==> src/rtl/overcooked_pkg.sv <==
// Shared definitions for the kitchen/serving logic.
//   - item codes (ITEM_NONE, DISH_DONE)
//   - slot_state_t : serving-slot state encoding, also exported to the renderer
//   - SPACES / PLAYERS counts, timer width
//   - sat_add8     : 8-bit saturating add of up to two one-bit strobes
package overcooked_pkg;

    localparam int SPACES  = 2;
    localparam int PLAYERS = 2;
    localparam int TIMER_W = 6;

    localparam logic [3:0] ITEM_NONE = 4'd0;
    localparam logic [3:0] DISH_DONE = 4'd4;

    typedef enum logic [2:0] {
        SLOT_EMPTY   = 3'd0,
        SLOT_PRESENT = 3'd1,
        SLOT_WAIT    = 3'd2,
        SLOT_SERVED  = 3'd3,
        SLOT_REJECT  = 3'd4
    } slot_state_t;

    // Both slots can strobe in the same frame, so the counter may step by 2.
    function automatic logic [7:0] sat_add8(input logic [7:0] count, input logic [1:0] inc);
        logic [8:0] sum;
        sum = {1'b0, count} + 9'(inc[0]) + 9'(inc[1]);
        return (sum > 9'd255) ? 8'hFF : sum[7:0];
    endfunction

endpackage

==> src/rtl/serving_window_if.sv <==
// Bundle between the serving window and its neighbours (players, tracker,
// renderer).
//   place_req/place_space/place_item : per-player drop requests
//   place_ack                        : per-player registered accept
//   clear_space                      : per-space "scored" pulse from the tracker
//   check_spaces                     : per-space item presented for scoring
//   space_items/space_status         : per-space contents and state for rendering
//   served_count/trashed_count       : saturating dish counters
// master = the environment driving requests, slave = serving_window.
interface serving_window_if;
    logic [1:0]      place_req;
    logic [1:0]      place_space;
    logic [1:0][3:0] place_item;
    logic [1:0]      place_ack;
    logic [1:0]      clear_space;
    logic [1:0][3:0] check_spaces;
    logic [1:0][3:0] space_items;
    logic [1:0][2:0] space_status;
    logic [7:0]      served_count;
    logic [7:0]      trashed_count;

    modport master (
        output place_req, place_space, place_item, clear_space,
        input  place_ack, check_spaces, space_items, space_status,
               served_count, trashed_count
    );

    modport slave (
        input  place_req, place_space, place_item, clear_space,
        output place_ack, check_spaces, space_items, space_status,
               served_count, trashed_count
    );
endinterface

==> src/rtl/serving_slot.sv <==
// One serving-counter space: state machine, frame timer and item register.
//   vsync       : frame clock, state changes on the falling edge
//   clr         : synchronous clear (reset or menu)
//   place_en    : arbitrated drop into this slot (only raised while EMPTY)
//   place_item  : item being dropped
//   clear_in    : tracker acknowledge; only honoured in WAIT
//   state/item  : current slot state and stored item
//   check       : item while PRESENT, else 0
//   served_stb  : one-cycle strobe on WAIT -> SERVED
//   trashed_stb : one-cycle strobe on REJECT -> EMPTY
//
// state   | meaning
// EMPTY   | nothing on the counter, accepts a drop
// PRESENT | finished dish shown to the tracker for exactly one frame
// WAIT    | waiting ACK_FRAMES frames for clear_in, then re-present
// SERVED  | dish scored, flash shown for SERVE_FRAMES frames
// REJECT  | wrong item, trashed after REJECT_FRAMES frames
module serving_slot
    import overcooked_pkg::*;
#(
    parameter logic [3:0] DISH_CODE     = DISH_DONE,
    parameter int         ACK_FRAMES    = 3,
    parameter int         SERVE_FRAMES  = 30,
    parameter int         REJECT_FRAMES = 45
) (
    input  logic        vsync,
    input  logic        clr,
    input  logic        place_en,
    input  logic [3:0]  place_item,
    input  logic        clear_in,
    output slot_state_t state,
    output logic [3:0]  item,
    output logic [3:0]  check,
    output logic        served_stb,
    output logic        trashed_stb
);

    if (ACK_FRAMES < 1 || ACK_FRAMES > 63 || SERVE_FRAMES < 1 || SERVE_FRAMES > 63 ||
        REJECT_FRAMES < 1 || REJECT_FRAMES > 63) begin : g_bad_timer
        $error("serving_slot: frame counts must be within 1..63");
    end

    localparam logic [TIMER_W-1:0] ACK_T    = TIMER_W'(ACK_FRAMES);
    localparam logic [TIMER_W-1:0] SERVE_T  = TIMER_W'(SERVE_FRAMES);
    localparam logic [TIMER_W-1:0] REJECT_T = TIMER_W'(REJECT_FRAMES);

    slot_state_t        state_nx;
    logic [TIMER_W-1:0] timer, timer_nx;
    logic [3:0]         item_nx;
    logic               timer_tc;

    // Loaded with N, the state lasts N frames: the exit edge is the one that sees 1.
    assign timer_tc = (timer == TIMER_W'(1));

    always_ff @(negedge vsync) begin
        if (clr) begin
            state <= SLOT_EMPTY;
            timer <= '0;
            item  <= ITEM_NONE;
        end else begin
            state <= state_nx;
            timer <= timer_nx;
            item  <= item_nx;
        end
    end

    always_comb begin
        state_nx    = state;
        timer_nx    = timer;
        item_nx     = item;
        served_stb  = 1'b0;
        trashed_stb = 1'b0;
        case (state)
            SLOT_EMPTY: begin
                if (place_en && place_item != ITEM_NONE) begin
                    item_nx = place_item;
                    if (place_item == DISH_CODE) begin
                        state_nx = SLOT_PRESENT;
                    end else begin
                        state_nx = SLOT_REJECT;
                        timer_nx = REJECT_T;
                    end
                end
            end
            SLOT_PRESENT: begin
                state_nx = SLOT_WAIT;
                timer_nx = ACK_T;
            end
            SLOT_WAIT: begin
                if (clear_in) begin
                    served_stb = 1'b1;
                    state_nx   = SLOT_SERVED;
                    timer_nx   = SERVE_T;
                end else if (timer_tc) begin
                    state_nx = SLOT_PRESENT;
                    timer_nx = '0;
                end else begin
                    timer_nx = timer - TIMER_W'(1);
                end
            end
            SLOT_SERVED, SLOT_REJECT: begin
                if (timer_tc) begin
                    trashed_stb = (state == SLOT_REJECT);
                    state_nx    = SLOT_EMPTY;
                    timer_nx    = '0;
                    item_nx     = ITEM_NONE;
                end else begin
                    timer_nx = timer - TIMER_W'(1);
                end
            end
            default: begin
                state_nx = SLOT_EMPTY;
                timer_nx = '0;
                item_nx  = ITEM_NONE;
            end
        endcase
    end

    // Only PRESENT exposes the item, so the tracker sees one frame per presentation.
    assign check = (state == SLOT_PRESENT) ? item : ITEM_NONE;

endmodule

==> src/rtl/serving_window.sv <==
// Serving window: two serving-counter spaces, drop arbitration between the two
// players, and saturating served/trashed counters.
//   vsync      : frame clock, all updates on the falling edge
//   reset      : synchronous active-high clear
//   game_state : 0 (menu) clears everything like reset
//   bus        : serving_window_if slave (placements, tracker handshake, render data)
module serving_window #(
    parameter logic [3:0] DISH_DONE     = overcooked_pkg::DISH_DONE,
    parameter int         ACK_FRAMES    = 3,
    parameter int         SERVE_FRAMES  = 30,
    parameter int         REJECT_FRAMES = 45
) (
    input  logic             vsync,
    input  logic             reset,
    input  logic [2:0]       game_state,
    serving_window_if.slave  bus
);
    import overcooked_pkg::*;

    logic            clr;
    slot_state_t     slot_st [SPACES];
    logic [1:0]      valid, accept;
    logic [1:0]      place_en, served_stb, trashed_stb;
    logic [1:0][3:0] slot_item_in, slot_item, slot_check;

    assign clr = reset || (game_state == 3'd0);

    // A drop is valid against the slot state latched at the start of the frame.
    // Player 0 wins a tie on the same space; write player 1 first so player 0 overrides.
    always_comb begin
        valid        = '0;
        accept       = '0;
        place_en     = '0;
        slot_item_in = '0;
        for (int p = 0; p < PLAYERS; p++) begin
            valid[p] = bus.place_req[p] && (bus.place_item[p] != ITEM_NONE) &&
                       (slot_st[bus.place_space[p]] == SLOT_EMPTY);
        end
        accept[0] = valid[0];
        accept[1] = valid[1] && !(valid[0] && (bus.place_space[0] == bus.place_space[1]));
        for (int s = 0; s < SPACES; s++) begin
            if (accept[1] && bus.place_space[1] == 1'(s)) begin
                place_en[s]     = 1'b1;
                slot_item_in[s] = bus.place_item[1];
            end
            if (accept[0] && bus.place_space[0] == 1'(s)) begin
                place_en[s]     = 1'b1;
                slot_item_in[s] = bus.place_item[0];
            end
        end
    end

    for (genvar s = 0; s < SPACES; s++) begin : g_slot
        serving_slot #(
            .DISH_CODE     (DISH_DONE),
            .ACK_FRAMES    (ACK_FRAMES),
            .SERVE_FRAMES  (SERVE_FRAMES),
            .REJECT_FRAMES (REJECT_FRAMES)
        ) u_slot (
            .vsync       (vsync),
            .clr         (clr),
            .place_en    (place_en[s]),
            .place_item  (slot_item_in[s]),
            .clear_in    (bus.clear_space[s]),
            .state       (slot_st[s]),
            .item        (slot_item[s]),
            .check       (slot_check[s]),
            .served_stb  (served_stb[s]),
            .trashed_stb (trashed_stb[s])
        );
    end

    always_ff @(negedge vsync) begin
        if (clr) begin
            bus.place_ack     <= '0;
            bus.served_count  <= '0;
            bus.trashed_count <= '0;
        end else begin
            bus.place_ack     <= accept;
            bus.served_count  <= sat_add8(bus.served_count, served_stb);
            bus.trashed_count <= sat_add8(bus.trashed_count, trashed_stb);
        end
    end

    always_comb begin
        bus.check_spaces = slot_check;
        bus.space_items  = slot_item;
        bus.space_status = '0;
        for (int s = 0; s < SPACES; s++) begin
            bus.space_status[s] = slot_st[s];
        end
    end

endmodule
==> src/flat_wrapper.sv <==
// flat-port wrapper written by rule: the top's interface ports become plain ports
module serving_window_flat import overcooked_pkg::*;
#(
    parameter logic [3:0] DISH_DONE     = overcooked_pkg::DISH_DONE,
    parameter int         ACK_FRAMES    = 3,
    parameter int         SERVE_FRAMES  = 30,
    parameter int         REJECT_FRAMES = 45
)
  (vsync, reset, game_state, bus_place_req, bus_place_space, bus_place_item, bus_clear_space, bus_place_ack, bus_check_spaces, bus_space_items, bus_space_status, bus_served_count, bus_trashed_count);
  serving_window_if bus_i ();
  input  logic vsync;
  input  logic reset;
  input  logic [2:0] game_state;
  input wire logic [$bits(bus_i.place_req)-1:0] bus_place_req;
  input wire logic [$bits(bus_i.place_space)-1:0] bus_place_space;
  input wire logic [$bits(bus_i.place_item)-1:0] bus_place_item;
  input wire logic [$bits(bus_i.clear_space)-1:0] bus_clear_space;
  output wire logic [$bits(bus_i.place_ack)-1:0] bus_place_ack;
  output wire logic [$bits(bus_i.check_spaces)-1:0] bus_check_spaces;
  output wire logic [$bits(bus_i.space_items)-1:0] bus_space_items;
  output wire logic [$bits(bus_i.space_status)-1:0] bus_space_status;
  output wire logic [$bits(bus_i.served_count)-1:0] bus_served_count;
  output wire logic [$bits(bus_i.trashed_count)-1:0] bus_trashed_count;
  assign bus_i.place_req = bus_place_req;
  assign bus_i.place_space = bus_place_space;
  assign bus_i.place_item = bus_place_item;
  assign bus_i.clear_space = bus_clear_space;
  assign bus_place_ack = bus_i.place_ack;
  assign bus_check_spaces = bus_i.check_spaces;
  assign bus_space_items = bus_i.space_items;
  assign bus_space_status = bus_i.space_status;
  assign bus_served_count = bus_i.served_count;
  assign bus_trashed_count = bus_i.trashed_count;
  serving_window #(.DISH_DONE(DISH_DONE), .ACK_FRAMES(ACK_FRAMES), .SERVE_FRAMES(SERVE_FRAMES), .REJECT_FRAMES(REJECT_FRAMES)) u_core (.vsync(vsync), .reset(reset), .game_state(game_state), .bus(bus_i));
endmodule
==> config.mk <==
export PLATFORM = sky130hd
export DESIGN_NAME = serving_window_flat
export DESIGN_NICKNAME = d
export VERILOG_FILES = /design/src/rtl/overcooked_pkg.sv /design/src/rtl/serving_window_if.sv /design/src/rtl/serving_slot.sv /design/src/rtl/serving_window.sv /design/src/flat_wrapper.sv
export SDC_FILE = /design/constraint.sdc
export NUM_CORES = 1
export LEC_CHECK = 0
export CAP_MARGIN = 20
export CORE_MARGIN = 2
export CORE_UTILIZATION = 55
export CTS_CLUSTER_DIAMETER = 80
export CTS_CLUSTER_SIZE = 28
export DETAILED_ROUTE_END_ITERATION = 8
export MAX_ROUTING_LAYER = met4
export PLACE_DENSITY = 0.92
export SLEW_MARGIN = 20
export SYNTH_ARGS = -nofsm -noshare
export SYNTH_HDL_FRONTEND = slang
export SYNTH_HIERARCHICAL = 1
export SYNTH_SLANG_ARGS = --single-unit
==> constraint.sdc <==
create_clock -name vsync -period 6.5 [get_ports vsync]
set_clock_uncertainty 0.15 [all_clocks]
set_input_delay 0.65 -clock vsync [delete_from_list [all_inputs] [get_ports vsync]]
set_output_delay 0.65 -clock vsync [all_outputs]
set_load 0.02 [all_outputs]
Word level (Yosys, flattened, before mapping)
Cells that the tools add are included.
Widths: inputs -> output; s select.
{"block": "word_totals", "reg_bits": 44, "output_inout_bits": 40, "elab_cells": 133}
{"block": "op_classes", "add_sub_neg": 6, "bitwise_logic": 6, "magnitude_cmp": 4, "n_mux": 54, "n_reduce_logical": 33, "n_eq_ne": 21}
{"op": "$mux 3", "n": 16}
{"op": "$mux 6", "n": 8}
{"op": "$pmux 6 s4", "n": 2}
{"op": "$mux 4", "n": 10}
{"op": "$pmux 3 s4", "n": 2}
{"op": "$pmux 4 s3", "n": 2}
{"op": "$add 8x1->9", "n": 2}
{"op": "$add 9x1->9", "n": 2}
{"op": "$gt 9x8->1 const B", "n": 2}
{"op": "$mux 8", "n": 2}
{"op": "$reduce_bool 4->1", "n": 4}
{"op": "$logic_not 3->1", "n": 5}
{"op": "$eq 3x2->1 const B", "n": 4}
{"op": "$eq 6x1->1 const B", "n": 2}
{"op": "$logic_and 1x1->1", "n": 12}
{"op": "$mux 1", "n": 12}
{"op": "$ne 2x2->1 const B", "n": 6}
{"op": "$reduce_and 3->1", "n": 4}
{"op": "$sub 6x1->6 const B", "n": 2}
{"op": "$eq 4x3->1 const B", "n": 2}
{"op": "$reduce_or 2->1", "n": 4}
{"op": "$eq 3x1->1 const B", "n": 2}
{"op": "$eq 3x3->1 const B", "n": 2}
{"op": "$ne 3x3->1 const B", "n": 2}
{"op": "7 further kinds", "n": 13}

Depth between registers and ports, before layout
{"block": "logic_depth", "ltp_word": 16, "mapped_depth": 10, "ltp_nobuf": 10}

Cells and area by module
Netlist, hierarchy kept.
{"mod": "serving_slot", "area_per_inst_um2": 830.8, "n_inst": 2, "cells_each": 108}
{"mod": "serving_window", "area_per_inst_um2": 1153.6, "n_inst": 1, "cells_each": 131}

==> impl_results.md <==
* Clock latency on the worst-skew pair at 0.38 ns
* Crit Path Max Fanout at 5
* Die area at 0.00571 mm^2
* Placed Area at 0.00362 mm^2
* Syn Area/Cell at 8.11 um^2
* Routed wl met3 at about 500 um
* DR WL met2 at between 4 and 5 mm
* Die Y at 75.5 um
* All-layer global routing usage at 0.315
* DR DRC count at 0
* RSZ-0062 raised after global routing: no
* Vias in the first global route at around 3,100
* Reg2Reg Depth at 8
* Clock sinks at 44
* Worst path required time at 3.34 ns
* Avg WL per Cell at roughly 16 um
* Hold depth at 2
* Max_cap viols at 0
* Critical path class: primary input to register
* Post-cts sizing count at 0
* TritonCTS Buffers at 5
* Crit path DAT at 3.19 ns
* Setup bufs post-CTS at 0
* IO buf count at 58
* Die X at around 76 um
* Final worst setup slack at ~0.15 ns
* Seq pwr share at 0.338
* Initial antenna violation count at 0
* CTS tree: yes
* Finished Core Util at 0.776
* Antenna Diode Count at 0
* Internal power at roughly 0.00058 W
* Via density at 6.08
* First-pass GRT wire length at 13.5 mm
* Status: finished clean
* FF-to-FF setup slack at approximately 3.5 ns
* Pre-CTS setup slack at -0.119 ns
* CTS Buffer Depth at 2
* Total number of H-tree levels at 2
* Placer Congestion at between 0.9 and 1
* Worst Hold Path EP: u_core/g_slot[1].u_slot/item[2]$_SDFFE_NP0P_
* Detailed placement HPWL at slightly below 6 mm
* Filler instances at 360
* Mapped Cells at 347
* Post-route ant nets at 0
* Crit end category: register
* Initial DRC count at 305
* Worst VDD drop at 0.000211 V
* CTS clock-pin slew for the worst setup and hold paths at 0.04 ns
* Share of flip-flops with an asynchronous set or reset at 0
* Core area at 0.00501 mm^2
* Synth warn at 6
* Mapped Nets at 374
* Max layer used: met4
* Largest net degree at the start of global routing at 23
* Top_reg_cell synth: dfxtp_1
* Num rows at 26
* Reg2Reg Launch Point: u_core/g_slot[1].u_slot/state[0]$_SDFFE_NP0P_
* Slew headroom at 0.645
* Seq cells post-synth at between 40 and 50
* Max-slew violations at 0
* Total gr overflow at 0
* Sw frac at 0.392
* Syn-to-layout area delta at 38.1%
* Starting Density at 0.562
* EDFF count, synth at 0
* Mapped cell area at roughly 0.0028 mm^2
* Drt pass-1 iters at 5
* Final instance area at 0.00389 mm^2
* Crit start category: primary input
* # setup viols final at 0
* Clk network pwr share at 0.352
* Final net count at 494
* R2R Path End: u_core/g_slot[1].u_slot/item[0]$_SDFFE_NP0P_
* Worst-Margin Slew at 0.527 ns
* Final hold violations at 0
* Hold Path Class: register to register
* I/O pins at 59
* Ranking of synthesized cells by area: dfxtp_1, a21oi_1, nor3_1, a31oi_1, nand2_1
* Switching pwr at approximately 0.00037 W
* Gate power share at 0.310
* Pwr dens at 243 mW/mm^2
* Seq/Total Area, Yosys at 0.313
* Lkg Pwr at 1.65 nW
* Ratio of cells with drive above 1 in the final layout at 0.115
* Root buf cell: clkbuf_8
* CTS hold repair buffers at 0
* Final WL at 8.46 mm
* Distinct cell type count after synthesis at 58
* Synth top area share at 0.313
* Yosys top cell by area: dfxtp_1
* M1 wire length at 3.45 mm
* DR vias at between 3,000 and 4,000
* Hold path start: u_core/g_slot[1].u_slot/item[2]$_SDFFE_NP0P_
-- layout by cell type, fill, tap and decap left out, drive strengths merged, types with 8 or more instances in the layout --
master         Yosys  layout
clkdlybuf4s50      0      58
inv               15      57
dfxtp             44      44
a21oi             32      32
nor3              29      29
buf                9      28
nand2             24      24
nor2              20      20
a31oi             16      16
and3              14      14
nor2b             12      12
a211oi            10      10
o21ai             10      10
or3                9       9
mux2i              8       8
-- layer usage --
| layer | track usage | vias to the layer above |
|---|---|---|
| li1 | - | 1549 |
| met1 | 0.371 | 1546 |
| met2 | 0.512 | 148 |
| met3 | 0.0635 | 28 |
| met4 | 0.158 | 0 |
| met5 | - | - |
-- through the flow --
stage	hold WS (ns)	cells	setup TNS, ns	total power (W)
2_1_floorplan	0.345	347	0	0.000556
4_1_cts	0.321	538	0	0.000945
6_report	0.330	538	0	0.000946
3_3_place_gp	0.309	489	-0.223	0.000638
3_5_place_dp	0.316	489	-0.714	0.000649
5_1_grt	0.334	538	0	0.00101
-- flip-flops by register name (all words and copies together) (netlist names) --
register                    count
u_core/bus.served_count         8
u_core/bus.trashed_count        8
u_core/g_slot.u_slot/timer     12
u_core/g_slot.u_slot/item       8
u_core/g_slot.u_slot/state      6
u_core/bus.place_ack            2
-- worst max-delay path by stage --
stage / start / end / slack, ns / depth (start not counted)
finish: bus_place_space[0] / u_core/g_slot[0].u_slot/item[1]$_SDFFE_NP0P_ / 0.15 / 9
global route: bus_place_item[0] / u_core/g_slot[1].u_slot/timer[3]$_SDFFE_NP0P_ / 0.11 / 8
CTS: bus_place_space[0] / u_core/g_slot[0].u_slot/item[1]$_SDFFE_NP0P_ / 0.21 / 9
detailed placement: bus_place_item[0] / u_core/g_slot[1].u_slot/item[0]$_SDFFE_NP0P_ / -0.12 / 8
global placement: bus_place_item[0] / u_core/g_slot[1].u_slot/item[2]$_SDFFE_NP0P_ / -0.06 / 8
floorplan: bus_place_item[0] / u_core/g_slot[1].u_slot/item[0]$_SDFFE_NP0P_ / 0.36 / 8
-- worst max-delay path: stages --
cell and delay (ns):
clkdlybuf4s50_1 0.43, buf_4 0.17, or4_1 0.47, o21ai_0 0.27, a211oi_1 0.16, or4_1 0.53, a31oi_1 0.24, a21oi_2 0.12
mux2i_1 0.15
-- power by group through the flow --
| stage | Sequential (W) | Clock (W) | Combinational, W |
|---|---|---|---|
| floorplan | 0.000325 | 0.0000443 | 0.000187 |
| detailed placement | 0.000322 | 0.0000443 | 0.000283 |
| CTS | 0.000319 | 0.000338 | 0.000288 |
| finish | 0.000320 | 0.000333 | 0.000294 |
| global route | 0.000322 | 0.000370 | 0.000320 |
| global placement | 0.000321 | 0.0000443 | 0.000273 |
-- kinds of logic (layout without fill, tap and decap cells) --
| family | count (synthesis) | in the layout | synth area share |
|---|---|---|---|
| compound gates | 96 | 96 | 0.228 |
| mux | 12 | 12 | 0.0498 |
| flops | 44 | 44 | 0.313 |
| buf+inv | 29 | 150 | 0.0462 |
| simple gates | 156 | 156 | 0.316 |
| fa+ha+maj | 8 | 8 | 0.0409 |
| xor+xnor | 2 | 2 | 0.00622 |
-- Yosys cell counts, drive strengths merged (3+ instances only) --
| cell type | instances |
|---|---|
| mux2 | 4 |
| dfxtp | 44 |
| and2 | 3 |
| or3 | 9 |
| buf | 9 |
| mux2i | 8 |
| a41oi | 3 |
| a21o | 4 |
| o21ai | 10 |
| nor3 | 29 |
| a211oi | 10 |
| nand4 | 4 |
| ha | 6 |
| nor2 | 20 |
| clkbuf | 5 |
| a31oi | 16 |
| and3 | 14 |
| nand2 | 24 |
| o31ai | 4 |
| or4 | 4 |
| or2 | 3 |
| nor2b | 12 |
| nand3 | 7 |
| nor4b | 7 |
| nand2b | 7 |
| nor4 | 6 |
| a21oi | 32 |
| inv | 15 |
-- area by class of cell --
| type | instances | area [um^2] | area share |
|---|---|---|---|
| Multi-Input combinational cell | 274 | 1800 | 0.464 |
| Clock inverter | 47 | 210 | 0.0541 |
| Inverter | 12 | 45.0 | 0.0116 |
| Tap cell | 70 | 87.6 | 0.0225 |
| Clock buffer | 5 | 68.8 | 0.0177 |
| Timing Repair Buffer | 86 | 791 | 0.203 |
| Sequential cell | 44 | 881 | 0.227 |
No activity file was read; power rests on OpenSTA's default activity.
